File: config.mk
export PLATFORM = sky130hd
export DESIGN_NAME = adc_serial_responder
export DESIGN_NICKNAME = d
export VERILOG_FILES = /design/src/rtl/adc_comm_pkg.sv /design/src/rtl/sync_edge.sv /design/src/rtl/adc_serial_responder.sv
export SDC_FILE = /design/constraint.sdc
export NUM_CORES = 1
export LEC_CHECK = 0
export BUFFER_PORTS_ARGS = -buffer_cell sky130_fd_sc_hd__buf_2
export CELL_PAD_IN_SITES_DETAIL_PLACEMENT = 1
export CELL_PAD_IN_SITES_GLOBAL_PLACEMENT = 2
export CORE_ASPECT_RATIO = 0.8
export CORE_MARGIN = 8
export CORE_UTILIZATION = 43
export CTS_CLUSTER_SIZE = 24
export DETAILED_ROUTE_END_ITERATION = 10
export GPL_TIMING_DRIVEN = 0
export PLACE_DENSITY_LB_ADDON = 0.2
export SLEW_MARGIN = 20
export SYNTH_ARGS = -nofsm -noshare
export SYNTH_HDL_FRONTEND = slang
export SYNTH_SLANG_ARGS = --single-unit
File: constraint.sdc
create_clock -name clk -period 3.4 [get_ports clk]
set_clock_uncertainty 0.1 [all_clocks]
set_input_delay 0.17 -clock clk [delete_from_list [all_inputs] [get_ports clk]]
set_output_delay 0.17 -clock clk [all_outputs]
set_load 0.05 [all_outputs]
File: src/rtl/adc_comm_pkg.sv
// Shared definitions for the ADC_Comm link: default widths, frame length helper and
// the responder state type.
package adc_comm_pkg;

    localparam int unsigned ADC_DATA_W_DEFAULT     = 10;
    localparam int unsigned ADC_LEAD_ZEROS_DEFAULT = 3;

    function automatic int unsigned frame_bits(input int unsigned data_w,
                                               input int unsigned lead_zeros);
        return data_w + lead_zeros;
    endfunction

    typedef enum logic [1:0] {
        IDLE  = 2'd0,
        SHIFT = 2'd1,
        WAIT  = 2'd2
    } adc_resp_state_t;

endpackage

File: src/rtl/sync_edge.sv
// Multi-stage synchronizer for an asynchronous pin, with single-cycle rise/fall pulses
// derived from the last synchronizer stage.
module sync_edge #(
    parameter int unsigned STAGES    = 2,
    parameter logic        RESET_VAL = 1'b1
) (
    input  logic clk,
    input  logic rst_n,
    input  logic din,
    output logic rise,
    output logic fall
);

    logic [STAGES-1:0] sync_q;
    logic              prev_q;

    always_ff @(posedge clk or negedge rst_n) begin
        if (!rst_n) begin
            sync_q <= {STAGES{RESET_VAL}};
            prev_q <= RESET_VAL;
        end else begin
            sync_q <= {sync_q[STAGES-2:0], din};
            prev_q <= sync_q[STAGES-1];
        end
    end

    // Pulses are valid in the cycle after the last stage changes, so the consumer acts on
    // the edge STAGES+1 clocks after the pin moved.
    assign rise = sync_q[STAGES-1] & ~prev_q;
    assign fall = ~sync_q[STAGES-1] & prev_q;

endmodule

File: src/rtl/adc_serial_responder.sv
// Serial ADC responder: shifts a zero-led, MSB-first sample frame out on each ADC_CLK fall
// while chip select is low. Samples arrive from the fabric through a one-entry holding register.
module adc_serial_responder
    import adc_comm_pkg::*;
#(
    parameter int unsigned DATA_W      = ADC_DATA_W_DEFAULT,
    parameter int unsigned LEAD_ZEROS  = ADC_LEAD_ZEROS_DEFAULT,
    parameter int unsigned SYNC_STAGES = 2
) (
    input  logic              clk,
    input  logic              rst_n,
    input  logic              adc_clk,
    input  logic              adc_cs,
    output logic              data_out,
    input  logic [DATA_W-1:0] sample_in,
    input  logic              sample_valid,
    output logic              sample_ready,
    output logic              busy,
    output logic              frame_done,
    output logic              frame_abort,
    output logic              underrun
);

    localparam int unsigned FRAME_BITS = frame_bits(DATA_W, LEAD_ZEROS);
    localparam int unsigned CNT_W      = $clog2(FRAME_BITS + 1);
    localparam logic [CNT_W-1:0] LAST_BIT = CNT_W'(FRAME_BITS - 1);

    logic cs_rise;
    logic cs_fall;
    logic sclk_fall;
    logic unused_sclk_rise;

    sync_edge #(
        .STAGES    (SYNC_STAGES),
        .RESET_VAL (1'b1)
    ) u_sync_sclk (
        .clk   (clk),
        .rst_n (rst_n),
        .din   (adc_clk),
        .rise  (unused_sclk_rise),
        .fall  (sclk_fall)
    );

    sync_edge #(
        .STAGES    (SYNC_STAGES),
        .RESET_VAL (1'b1)
    ) u_sync_cs (
        .clk   (clk),
        .rst_n (rst_n),
        .din   (adc_cs),
        .rise  (cs_rise),
        .fall  (cs_fall)
    );

    adc_resp_state_t        state_q, state_d;
    logic [FRAME_BITS-1:0]  shreg_q, shreg_d;
    logic [CNT_W-1:0]       bitcnt_q, bitcnt_d;
    logic [DATA_W-1:0]      hold_q, hold_d;
    logic                   full_q, full_d;
    logic [DATA_W-1:0]      last_q, last_d;
    logic                   done_q, done_d;
    logic                   abort_q, abort_d;
    logic                   under_q, under_d;
    logic [DATA_W-1:0]      frame_sample;
    logic                   load;

    assign load = sample_valid & ~full_q;

    always_comb begin
        state_d      = state_q;
        shreg_d      = shreg_q;
        bitcnt_d     = bitcnt_q;
        hold_d       = hold_q;
        full_d       = full_q;
        last_d       = last_q;
        done_d       = 1'b0;
        abort_d      = 1'b0;
        under_d      = 1'b0;
        frame_sample = last_q;

        if (load) begin
            hold_d = sample_in;
            full_d = 1'b1;
        end

        unique case (state_q)
            IDLE: begin
                if (cs_fall) begin
                    // A load landing on the frame-start cycle bypasses the holding register.
                    if (full_q) begin
                        frame_sample = hold_q;
                        full_d       = 1'b0;
                    end else if (sample_valid) begin
                        frame_sample = sample_in;
                        full_d       = 1'b0;
                    end else begin
                        frame_sample = last_q;
                        under_d      = 1'b1;
                    end
                    shreg_d  = FRAME_BITS'(frame_sample);
                    last_d   = frame_sample;
                    bitcnt_d = '0;
                    state_d  = SHIFT;
                end
            end
            SHIFT: begin
                if (cs_rise) begin
                    abort_d = 1'b1;
                    state_d = IDLE;
                end else if (sclk_fall) begin
                    shreg_d  = shreg_q << 1;
                    bitcnt_d = bitcnt_q + 1'b1;
                    if (bitcnt_q == LAST_BIT) begin
                        done_d  = 1'b1;
                        state_d = WAIT;
                    end
                end
            end
            WAIT: begin
                if (cs_rise) begin
                    state_d = IDLE;
                end
            end
            default: begin
                state_d = IDLE;
            end
        endcase
    end

    always_ff @(posedge clk or negedge rst_n) begin
        if (!rst_n) begin
            state_q  <= IDLE;
            shreg_q  <= '0;
            bitcnt_q <= '0;
            hold_q   <= '0;
            full_q   <= 1'b0;
            last_q   <= '0;
            done_q   <= 1'b0;
            abort_q  <= 1'b0;
            under_q  <= 1'b0;
        end else begin
            state_q  <= state_d;
            shreg_q  <= shreg_d;
            bitcnt_q <= bitcnt_d;
            hold_q   <= hold_d;
            full_q   <= full_d;
            last_q   <= last_d;
            done_q   <= done_d;
            abort_q  <= abort_d;
            under_q  <= under_d;
        end
    end

    assign data_out     = (state_q == SHIFT) & shreg_q[FRAME_BITS-1];
    assign busy         = (state_q == SHIFT);
    assign sample_ready = ~full_q;
    assign frame_done   = done_q;
    assign frame_abort  = abort_q;
    assign underrun     = under_q;

endmodule

==> impl_results.md <==
* Outcome: finished, final reports clean
* Die Y at about 82 um
* WS Path Type: flop to primary output
* Clk sink count at a little under 50
* Htree depth at 2
* Layout cells sized above 1 at 0.357
* Clock Tree Buf Depth at 2
* Nets@finish at between 200 and 250
* Synth top area share at 0.462
* Multi-input combinational cell area at approximately 990 um^2
* Top-count cell post-synth: dfrtp_1
* Util after Layout at 0.496
* Die W at roughly 98 um
* RSZ-0062 raised after global routing: no
* Final period utilization at 0.598
* Clk_lat worst skew at ~300 ps
* Post-CTS sizing at 0
* Flops & latches, synth at between 40 and 50
* # rows at 24
* # port buffers at 20
* Area leader, netlist: dfrtp_1
* Slowest CP cell: dfrtp_1
* Initial DRC count at between 60 and 70
* DRC at 0
* Synth Instances at slightly below 200
* Wire length per cell at 18.3 um
* Design Area, Final at approximately 2700 um^2
* Final setup viols at 0
* Setup crit start kind: flop
* Max incr delay on CP at approximately 480 ps
* YS warnings at 0
* Reg2Reg Depth at 3
* CP endpoint kind: primary output
* DR pass1 iterations at 4
* Area contributors post-synth: dfrtp_1, dfstp_2, mux2_4
* Register area share after synthesis at 0.530
* First-pass GRT wire length at approximately 9 mm
* Slew HR at 0.585
* Max IR drop VDD at 0.252 mV
* Minimum clock period after layout at around 2000 ps
* CP Cell Sequence: inv_1 > clkbuf_1 > buf_2
* Fmax at about 0.49 GHz
* Overflow after GRT at 0
* FFs w/ async S/R, synth at 1.00
* Worst path required time at about 3100 ps
* Post-Layout Cell Count at slightly below 300
* Post-Place Cells at roughly 280
* # Max-Cap Violations at 0
* Worst Path Arrival at 1760 ps
* DR vias at about 1600
* Commonest cells in the netlist: dfrtp_1, nand2_1, o31ai_1
* Beginning of the worst hold path: sample_in[1]
* Worst Path Buf+Inv at 3
* Clock Tree Root: clkbuf_8
* Final hold violation count at 0
* Total track usage at 0.146
* CP max FO at 10
* Top Family by Delay on Critical Path: buffers and inverters
* Register area at 1230 um^2
* Post-CTS Hold Fix Bufs at 2
* Placement-stage cell area at approximately 2500 um^2
* Power per cell area at 684 nW/um^2
* Dpl hpwl at 3.75 mm
* Slew @ Worst Pin at between 600 and 700 ps
* Synth cell types at 39
* Number of global-route vias before repair at about 1800
* Core Area at 5350 um^2
* Hold crit path type: primary input to flop
* Antenna-violating nets left at 0
* Final-layout fill cell count at roughly 600
* EDFF count, synth at 0
* # diodes at 0
* Slew Limit Fails at 0
* Syn_nets at 213
* P_leak at 1.19 nW
* Reg clk slew, reported paths at 90 ps
* Pin count of the biggest net entering global routing at 50
* Post-Route WL at between 5 and 6 mm
* Top_reg_cell synth: dfrtp_1
* CP Launch Point: full_q
* Synth Cell Area at between 2000 and 2500 um^2
* Syn-to-layout area delta at 13.8%
* Num CTS Buffers at 5
* Setup TNS at 0 ps
* Worst reg2reg path startpoint: u_sync_sclk.sync_q[1]
* DIE AREA at slightly above 8000 um^2
* Global placement routability congestion at approximately 0.77
* Worst hold stages at 2
* CP Depth at 3
* IO Pins at 21
* Setup Buffers After CTS at 0
* Initial antenna violation count at 0
* TritonCTS clock tree: built
* Total power at 0.00181 W
* Starting Density at 0.436
* Avg Synthesized Cell Area at between 10 and 15 um^2
* Vias per cell at 5.43
sequential cells by signal (all words and copies together) (netlist names), 2 cells and up:
name                count
last_q                 10
u_sync_sclk.sync_q      2
hold_q                 10
bitcnt_q                4
state_q                 2
u_sync_cs.sync_q        2
shreg_q                13
worst register-to-register path, stage by stage (launching register included):
cell and delay (ps):
dfstp_2 540, and2b_1 240, a31oi_4 550, mux2_4 350
cell families after synthesis:
group / count (synthesis) / synth area share
AOI/OAI and AO/OA: 40 / 0.142
xor gates and xnor gates: 2 / 0.00752
adders and majority gates: 2 / 0.0107
buffers and inverters: 14 / 0.0440
DFF: 49 / 0.530
muxes: 19 / 0.106
and+or+nand+nor: 70 / 0.160
placed cells by master (no fill, tap or decap), drive strengths merged:
cell type / n
o21ai: 8
inv: 3
o211ai: 1
buf: 27
clkinv: 1
a211oi: 10
ha: 2
nor2: 14
nor2b: 11
and3: 1
a31oi: 2
or4b: 1
o31ai: 18
nand3b: 1
and2: 1
mux2: 19
nor3: 1
nand2: 30
dfrtp: 43
nand2b: 1
dfstp: 6
and2b: 1
dlygate4sd3: 3
clkbuf: 10
nand3: 3
nor4b: 1
nor3b: 1
a31o: 1
xor2: 2
bufinv: 1
nand4: 3
stage by stage:
| stage | setup WS [ps] | hold slack (ps) |
|---|---|---|
| 3_3_place_gp | 1530 | 176 |
| 6_report | 1370 | 13.8 |
| 5_1_grt | 1280 | 12.5 |
| 4_1_cts | 1390 | 5.54 |
| 2_1_floorplan | 1560 | -226 |
| 3_5_place_dp | 1520 | 177 |
where the power goes:
group | internal [W] | switching, W | total (W)
Sequential | 0.000760 | 0.000114 | 0.000874
Combinational | 0.000267 | 0.000263 | 0.000530
Clock | 0.000219 | 0.000191 | 0.000410
worst paths after layout:
check	to	slack, ps
max	sample_ready	1370
min	hold_q[1]	10
max reg2reg	shreg_q[7]	1510
min reg2reg	u_sync_cs.sync_q[1]	260
max in group asynchronous	last_q[9]	2450
min in group asynchronous	frame_abort	330
routing by layer:
layer / vias up / GRT usage / wire length (um)
li1: 750 / - / -
met1: 815 / 0.191 / 2670
met2: 17 / 0.242 / 2510
met3: 5 / 0.0305 / 131
met4: 0 / 0.0427 / 40
met5: - / 0 / 0
final cells by class:
type,instances,share of cell area
plain buffers,11,0.0345
flip-flops and latches,49,0.465
inverters,3,0.00425
multi-input cells,133,0.375
well taps,65,0.0307
repair buffers,23,0.0500
clock inverters,2,0.0132
clock buffers,6,0.0274
Power figures use the tool's default switching activity.
